[src/rtl/spi_pkg.sv]
`default_nettype none
// ============================================================================
// Package : spi_pkg
// Brief   : Shared frame size and FSM state encoding for the SPI bus arbiter.
// Rev     : 1.0 - initial release
// ============================================================================
package spi_pkg;

   localparam int SPI_FRAME_BITS = 8;

   typedef enum logic [2:0] {
      ST_IDLE     = 3'd0,
      ST_SETUP    = 3'd1,
      ST_SHIFT_HI = 3'd2,
      ST_SHIFT_LO = 3'd3,
      ST_GAP      = 3'd4
   } spi_state_e;

endpackage
`default_nettype wire

[src/rtl/spi_bus_arbiter_if.sv]
`default_nettype none
// ============================================================================
// Interface : spi_bus_arbiter_if
// Brief     : Requester handshake plus board-level SPI pins of the arbiter.
// Rev       : 1.0 - initial release
// ============================================================================
interface spi_bus_arbiter_if
   import spi_pkg::*;
#(
   parameter int NUM_REQ = 2
);

   logic [NUM_REQ-1:0]                req;
   logic [SPI_FRAME_BITS*NUM_REQ-1:0] req_data;
   logic [NUM_REQ-1:0]                grant;
   logic                              busy;
   logic                              done;
   logic [SPI_FRAME_BITS-1:0]         rx_data;
   logic                              sclk;
   logic [NUM_REQ-1:0]                cs_n;
   logic                              mosi;
   logic                              miso;

   modport master (
      input  req, req_data, miso,
      output grant, busy, done, rx_data, sclk, cs_n, mosi
   );

   modport slave (
      output req, req_data, miso,
      input  grant, busy, done, rx_data, sclk, cs_n, mosi
   );

endinterface
`default_nettype wire

[src/rtl/spi_bus_arbiter_rr_arbiter.sv]
`default_nettype none
// ============================================================================
// Module : rr_arbiter
// Brief  : Combinational round-robin pick, first request at or above rr_ptr.
// Rev    : 1.0 - initial release
// ============================================================================
module rr_arbiter
   import spi_pkg::*;
#(
   parameter int NUM_REQ = 2
) (
   input  logic [NUM_REQ-1:0]         req,
   input  logic [$clog2(NUM_REQ)-1:0] rr_ptr,
   output logic [NUM_REQ-1:0]         gnt_onehot,
   output logic [$clog2(NUM_REQ)-1:0] gnt_idx,
   output logic                       gnt_valid
);

   localparam int IDX_W = $clog2(NUM_REQ);

   int cand;

   // Scan offsets from the far end down so the smallest offset is written last and wins.
   always_comb begin
      gnt_onehot = '0;
      gnt_idx    = '0;
      gnt_valid  = 1'b0;
      cand       = 0;
      for (int off = NUM_REQ - 1; off >= 0; off--) begin
         cand = int'(rr_ptr) + off;
         if (cand >= NUM_REQ) begin
            cand = cand - NUM_REQ;
         end
         if (req[cand[IDX_W-1:0]]) begin
            gnt_onehot                    = '0;
            gnt_onehot[cand[IDX_W-1:0]]   = 1'b1;
            gnt_idx                       = cand[IDX_W-1:0];
            gnt_valid                     = 1'b1;
         end
      end
   end

endmodule
`default_nettype wire

[src/rtl/spi_bus_arbiter.sv]
`default_nettype none
// ============================================================================
// Module : spi_bus_arbiter
// Brief  : Round-robin sharing of one mode-0 SPI master among NUM_REQ requesters.
// Rev    : 1.0 - initial release
// ============================================================================
module spi_bus_arbiter
   import spi_pkg::*;
#(
   parameter int NUM_REQ = 2,
   parameter int CLK_DIV = 2
) (
   input  logic                    clk,
   input  logic                    rst,
   spi_bus_arbiter_if.master       bus
);

   localparam int IDX_W = $clog2(NUM_REQ);
   localparam int DIV_W = (CLK_DIV > 1) ? $clog2(CLK_DIV) : 1;
   localparam int CNT_W = $clog2(SPI_FRAME_BITS + 1);

   spi_state_e                state_q, state_d;
   logic [DIV_W-1:0]          div_q, div_d;
   logic [CNT_W-1:0]          bit_cnt_q, bit_cnt_d;
   logic [SPI_FRAME_BITS-1:0] tx_shift_q, tx_shift_d;
   logic [SPI_FRAME_BITS-1:0] rx_shift_q, rx_shift_d;
   logic [SPI_FRAME_BITS-1:0] rx_data_q, rx_data_d;
   logic [NUM_REQ-1:0]        grant_q, grant_d;
   logic [NUM_REQ-1:0]        cs_n_q, cs_n_d;
   logic [IDX_W-1:0]          owner_q, owner_d;
   logic [IDX_W-1:0]          rr_ptr_q, rr_ptr_d;
   logic                      sclk_q, sclk_d;
   logic                      mosi_q, mosi_d;
   logic                      done_q, done_d;
   logic                      busy_q, busy_d;

   logic [NUM_REQ-1:0]        arb_onehot;
   logic [IDX_W-1:0]          arb_idx;
   logic                      arb_valid;
   logic                      div_last;
   logic [SPI_FRAME_BITS-1:0] req_bytes [NUM_REQ];

   for (genvar i = 0; i < NUM_REQ; i++) begin : g_unpack
      assign req_bytes[i] = bus.req_data[i*SPI_FRAME_BITS +: SPI_FRAME_BITS];
   end

   rr_arbiter #(
      .NUM_REQ    (NUM_REQ)
   ) u_rr_arbiter (
      .req        (bus.req),
      .rr_ptr     (rr_ptr_q),
      .gnt_onehot (arb_onehot),
      .gnt_idx    (arb_idx),
      .gnt_valid  (arb_valid)
   );

   assign div_last = (div_q == DIV_W'(CLK_DIV - 1));

   always_comb begin
      state_d    = state_q;
      div_d      = (state_q == ST_IDLE || div_last) ? '0 : div_q + 1'b1;
      bit_cnt_d  = bit_cnt_q;
      tx_shift_d = tx_shift_q;
      rx_shift_d = rx_shift_q;
      rx_data_d  = rx_data_q;
      grant_d    = grant_q;
      cs_n_d     = cs_n_q;
      owner_d    = owner_q;
      rr_ptr_d   = rr_ptr_q;
      sclk_d     = sclk_q;
      mosi_d     = mosi_q;
      done_d     = 1'b0;

      case (state_q)
         ST_IDLE: begin
            if (arb_valid) begin
               state_d    = ST_SETUP;
               grant_d    = arb_onehot;
               cs_n_d     = ~arb_onehot;
               owner_d    = arb_idx;
               tx_shift_d = req_bytes[arb_idx];
               mosi_d     = req_bytes[arb_idx][SPI_FRAME_BITS-1];
               bit_cnt_d  = '0;
            end
         end
         ST_SETUP: begin
            if (div_last) begin
               state_d    = ST_SHIFT_HI;
               sclk_d     = 1'b1;
               rx_shift_d = {rx_shift_q[SPI_FRAME_BITS-2:0], bus.miso};
            end
         end
         ST_SHIFT_HI: begin
            // Falling sclk: present the next bit so it is settled a full half-period before the rise.
            if (div_last) begin
               state_d    = ST_SHIFT_LO;
               sclk_d     = 1'b0;
               tx_shift_d = tx_shift_q << 1;
               mosi_d     = tx_shift_q[SPI_FRAME_BITS-2];
               bit_cnt_d  = bit_cnt_q + 1'b1;
            end
         end
         ST_SHIFT_LO: begin
            if (div_last) begin
               if (bit_cnt_q == CNT_W'(SPI_FRAME_BITS)) begin
                  state_d   = ST_GAP;
                  cs_n_d    = '1;
                  grant_d   = '0;
                  done_d    = 1'b1;
                  rx_data_d = rx_shift_q;
                  mosi_d    = 1'b0;
                  rr_ptr_d  = (owner_q == IDX_W'(NUM_REQ - 1)) ? '0 : owner_q + 1'b1;
               end else begin
                  state_d    = ST_SHIFT_HI;
                  sclk_d     = 1'b1;
                  rx_shift_d = {rx_shift_q[SPI_FRAME_BITS-2:0], bus.miso};
               end
            end
         end
         ST_GAP: begin
            if (div_last) begin
               state_d = ST_IDLE;
            end
         end
         default: begin
            state_d = ST_IDLE;
         end
      endcase

      busy_d = (state_d != ST_IDLE);
   end

   always_ff @(posedge clk) begin
      if (rst) begin
         state_q    <= ST_IDLE;
         div_q      <= '0;
         bit_cnt_q  <= '0;
         tx_shift_q <= '0;
         rx_shift_q <= '0;
         rx_data_q  <= '0;
         grant_q    <= '0;
         cs_n_q     <= '1;
         owner_q    <= '0;
         rr_ptr_q   <= '0;
         sclk_q     <= 1'b0;
         mosi_q     <= 1'b0;
         done_q     <= 1'b0;
         busy_q     <= 1'b0;
      end else begin
         state_q    <= state_d;
         div_q      <= div_d;
         bit_cnt_q  <= bit_cnt_d;
         tx_shift_q <= tx_shift_d;
         rx_shift_q <= rx_shift_d;
         rx_data_q  <= rx_data_d;
         grant_q    <= grant_d;
         cs_n_q     <= cs_n_d;
         owner_q    <= owner_d;
         rr_ptr_q   <= rr_ptr_d;
         sclk_q     <= sclk_d;
         mosi_q     <= mosi_d;
         done_q     <= done_d;
         busy_q     <= busy_d;
      end
   end

   assign bus.grant   = grant_q;
   assign bus.busy    = busy_q;
   assign bus.done    = done_q;
   assign bus.rx_data = rx_data_q;
   assign bus.sclk    = sclk_q;
   assign bus.cs_n    = cs_n_q;
   assign bus.mosi    = mosi_q;

endmodule
`default_nettype wire

[src/flat_wrapper.sv]
// flat-port wrapper written by rule: the top's interface ports become plain ports
module spi_bus_arbiter_flat import spi_pkg::*;
#(
   parameter int NUM_REQ = 2,
   parameter int CLK_DIV = 2
)
  (clk, rst, bus_req, bus_req_data, bus_miso, bus_grant, bus_busy, bus_done, bus_rx_data, bus_sclk, bus_cs_n, bus_mosi);
  spi_bus_arbiter_if #(.NUM_REQ(NUM_REQ)) bus_i ();
  input  logic clk;
  input  logic rst;
  input wire logic [$bits(bus_i.req)-1:0] bus_req;
  input wire logic [$bits(bus_i.req_data)-1:0] bus_req_data;
  input wire logic [$bits(bus_i.miso)-1:0] bus_miso;
  output wire logic [$bits(bus_i.grant)-1:0] bus_grant;
  output wire logic [$bits(bus_i.busy)-1:0] bus_busy;
  output wire logic [$bits(bus_i.done)-1:0] bus_done;
  output wire logic [$bits(bus_i.rx_data)-1:0] bus_rx_data;
  output wire logic [$bits(bus_i.sclk)-1:0] bus_sclk;
  output wire logic [$bits(bus_i.cs_n)-1:0] bus_cs_n;
  output wire logic [$bits(bus_i.mosi)-1:0] bus_mosi;
  assign bus_i.req = bus_req;
  assign bus_i.req_data = bus_req_data;
  assign bus_i.miso = bus_miso;
  assign bus_grant = bus_i.grant;
  assign bus_busy = bus_i.busy;
  assign bus_done = bus_i.done;
  assign bus_rx_data = bus_i.rx_data;
  assign bus_sclk = bus_i.sclk;
  assign bus_cs_n = bus_i.cs_n;
  assign bus_mosi = bus_i.mosi;
  spi_bus_arbiter #(.NUM_REQ(NUM_REQ), .CLK_DIV(CLK_DIV)) u_core (.clk(clk), .rst(rst), .bus(bus_i));
endmodule
[config.mk]
export PLATFORM = sky130hd
export DESIGN_NAME = spi_bus_arbiter_flat
export DESIGN_NICKNAME = d
export VERILOG_FILES = /design/src/rtl/spi_pkg.sv /design/src/rtl/spi_bus_arbiter_if.sv /design/src/rtl/spi_bus_arbiter_rr_arbiter.sv /design/src/rtl/spi_bus_arbiter.sv /design/src/flat_wrapper.sv
export SDC_FILE = /design/constraint.sdc
export NUM_CORES = 1
export LEC_CHECK = 0
export ABC_CLOCK_PERIOD_IN_PS = 1900
export CORE_MARGIN = 8
export CORE_UTILIZATION = 53
export CTS_BUF_LIST = sky130_fd_sc_hd__clkbuf_4
export DETAILED_ROUTE_END_ITERATION = 12
export GPL_TIMING_DRIVEN = 1
export PLACE_DENSITY_LB_ADDON = 0.2
export SLEW_MARGIN = 15
export SYNTH_ARGS = -nofsm -noshare
export SYNTH_HDL_FRONTEND = slang
export SYNTH_SLANG_ARGS = --single-unit
[constraint.sdc]
create_clock -name clk -period 1.9 [get_ports clk]
set_input_delay 0.57 -clock clk [delete_from_list [all_inputs] [get_ports clk]]
set_output_delay 0.57 -clock clk [all_outputs]
set_load 0.05 [all_outputs]
==> results.json <==
{
  "fin_skew_ns": 0.00516,
  "final_cells": 292,
  "final_area_um2": 2340,
  "cts_made_buffers": 5,
  "syn_avg_cell_area_um2": 8.88,
  "min-delay-path-class": "register to register",
  "finalCritPeriodShare": 0.962,
  "grt_pass1_wl_um": 7370,
  "cts.sinks": 41,
  "post_drt_wl_per_cell_um": 14.9,
  "cp-end-kind": "register",
  "drv_cap": 0,
  "yosysSeqAreaShare": 0.451,
  "die_y_um": 74.6,
  "path_class": "input port to register",
  "min_from": "u_core.owner_q",
  "drt_iter0_drc": 197,
  "worst-path-max-fanout": 5,
  "synth_cell_types": 43,
  "grt_max_degree": 22,
  "critical_path_required_ns": 2.17,
  "drv_slew": 0,
  "setup_viol": 0,
  "crit_arrival_ns": 2.10,
  "whs_ns": 0.454,
  "p_total_w": 0.00195,
  "grt.overflow.total": 0,
  "synth_top_cell_by_area": "dfxtp_1",
  "grt_pass1_vias": 1578,
  "start_util": 0.550,
  "r2r-start": "u_core.bit_cnt_q[0]",
  "syn-cell-area_um2": 1820,
  "cp-startpoint": "bus_req[0]",
  "htree_num_levels": 2,
  "clock_path_buffers": 2,
  "dr.pass1.iters": 4,
  "dp.cells": 284,
  "syn2layout_area_growth_pct": 28.7,
  "ys_warn_count": 0,
  "syn_nets": 228,
  "die_w_um": 74.6,
  "startpoint_type": "input port",
  "place_area_um2": 2230,
  "clockRootBuffer": "clkbuf_4",
  "power.density_nw_per_um2": 834,
  "grtUsageTotal": 0.169,
  "rsz0062_at_grt": "false",
  "antenna_left": 0,
  "final_nets": 268,
  "status": "complete, no violations",
  "core_um2": 3310,
  "cts_tree": "yes",
  "pin_count": 37,
  "hold_buffers": 0,
  "clkTransAtPathRegs_ns": 0.12,
  "drc": 0,
  "port_buffers": 36,
  "antenna_found_initial": 0,
  "synth_seq_cells": 41,
  "drive_gt1_frac": 0.179,
  "setup_tns_ns": 0,
  "insertion_delay_ns": 0.35,
  "std_cell_rows": 21,
  "vias": 1608,
  "fmax_ghz": 0.547,
  "ys_top_cells_by_area": "dfxtp_1, mux2i_1, nand2_1",
  "relSlewSlack": 0.688,
  "detail_route.wirelength_um": 4350,
  "tightest_slew_ns": 0.468,
  "yosysTopAreaCellShare": 0.451,
  "via_per_inst": 5.51,
  "netlist_instances": 205,
  "n_antenna_cell": 0,
  "min_period_ns": 1.83,
  "finalHoldViolCount": 0,
  "p_leak_nw": 0.901,
  "peakVddDrop_v": 0.000641,
  "finalWeightedCongestion": 0.828,
  "dieArea_um2": 5570,
  "hpwl_um": 3210
}
-- final timing paths --
check                   endpoint  slack, ns  cells after the start
max reg2reg   u_core.bus.cs_n[0]       0.17                      5
min              u_core.rr_ptr_q       0.45                      1
max          u_core.bit_cnt_q[3]       0.07                      6
min reg2reg      u_core.rr_ptr_q       0.45                      1
-- critical path, stage by stage --
cell             delay [ns]
clkdlybuf4s50_1        0.52
or2_2                  0.20
a21oi_4                0.07
buf_4                  0.17
or3_1                  0.35
a211oi_2               0.22
-- where the power goes --
part | leakage, nW | switching [W] | internal [W] | total (W)
Combinational | 0.511 | 0.000178 | 0.000147 | 0.000325
Clock | 0.0558 | 0.000288 | 0.000414 | 0.000702
Sequential | 0.334 | 0.0000281 | 0.000899 | 0.000927
-- layout make-up --
cell class	instances	area, µm²
fill	275	968
multi-input combinational	144	911
sequential	41	822
timing repair buffer	49	430
clock inverter	3	68.8
tap	46	57.6
clock buffer	5	37.5
inverter	4	15.0
-- cells by family after synthesis --
group,share of synthesized area
compound gates,0.191
xor+xnor,0.00481
fa+ha+maj,0.0137
buf+inv,0.0515
flops,0.451
mux,0.0550
simple gates,0.233
-- registers in the layout, summed over array words and instances, names as in the netlist --
signal	cells
u_core.bus.mosi	1
u_core.bus.grant	2
u_core.tx_shift_q	7
u_core.bus.busy	1
u_core.state_q	3
u_core.bus.sclk	1
u_core.div_last	1
u_core.bus.cs_n	2
u_core.rr_ptr_q	1
u_core.bit_cnt_q	4
u_core.owner_q	1
u_core.rx_shift_q	8
u_core.bus.rx_data	8
u_core.bus.done	1
-- placed cells by master, fill, tap and decap left out, drive strengths merged, types with 2 or more instances in the layout --
cell,count
dfxtp,41
nand3,4
clkdlybuf4s50,20
mux2i,10
a211oi,8
nor2b,2
nor3,4
inv,5
and3,9
o21ai,9
bufinv,2
nor2,16
ha,2
buf,29
nand2,23
or3,2
a21boi,2
nand3b,2
nand2b,10
o32ai,6
and2,2
a21oi,16
clkbuf,5
-- cell usage after synthesis, drive strengths merged --
cell type and number:
dfxtp 41, nand2 23, a21oi 16, nor2 16
clkbuf 10, mux2i 10, nand2b 10, and3 9
o21ai 9, a211oi 8, buf 6, o32ai 6
inv 4, nand3 4, nor3 4, a21boi 2
and2 2, ha 2, nand3b 2, nor2b 2
or3 2, a2111oi 1, a211o 1, a21o 1
a22oi 1, a31o 1, a31oi 1, and3b 1
and4b 1, and4bb 1, nor4 1, o2111ai 1
o31ai 1, o41a 1, o41ai 1, or2 1
or2b 1, xor2 1
-- timing repair --
action	in CTS	in global routing
setup buffers	0	0
endpoints found under the setup margin	0	3
gates resized for setup	0	3
-- metrics by stage --
step	setup WS, ns	utilization
2_1_floorplan	0.248	-
3_3_place_gp	-0.194	0.673
3_5_place_dp	-0.286	0.673
4_1_cts	0.0632	0.706
5_1_grt	0.00458	0.707
6_report	0.0714	0.707
-- routing by layer --
metal / track usage / part of all wire
met5: 0 / 0
met3: 0.0599 / 0.064
met4: 0.0674 / 0.020
met1: 0.200 / 0.43
met2: 0.272 / 0.49
No activity file was read; power rests on OpenSTA's default activity.
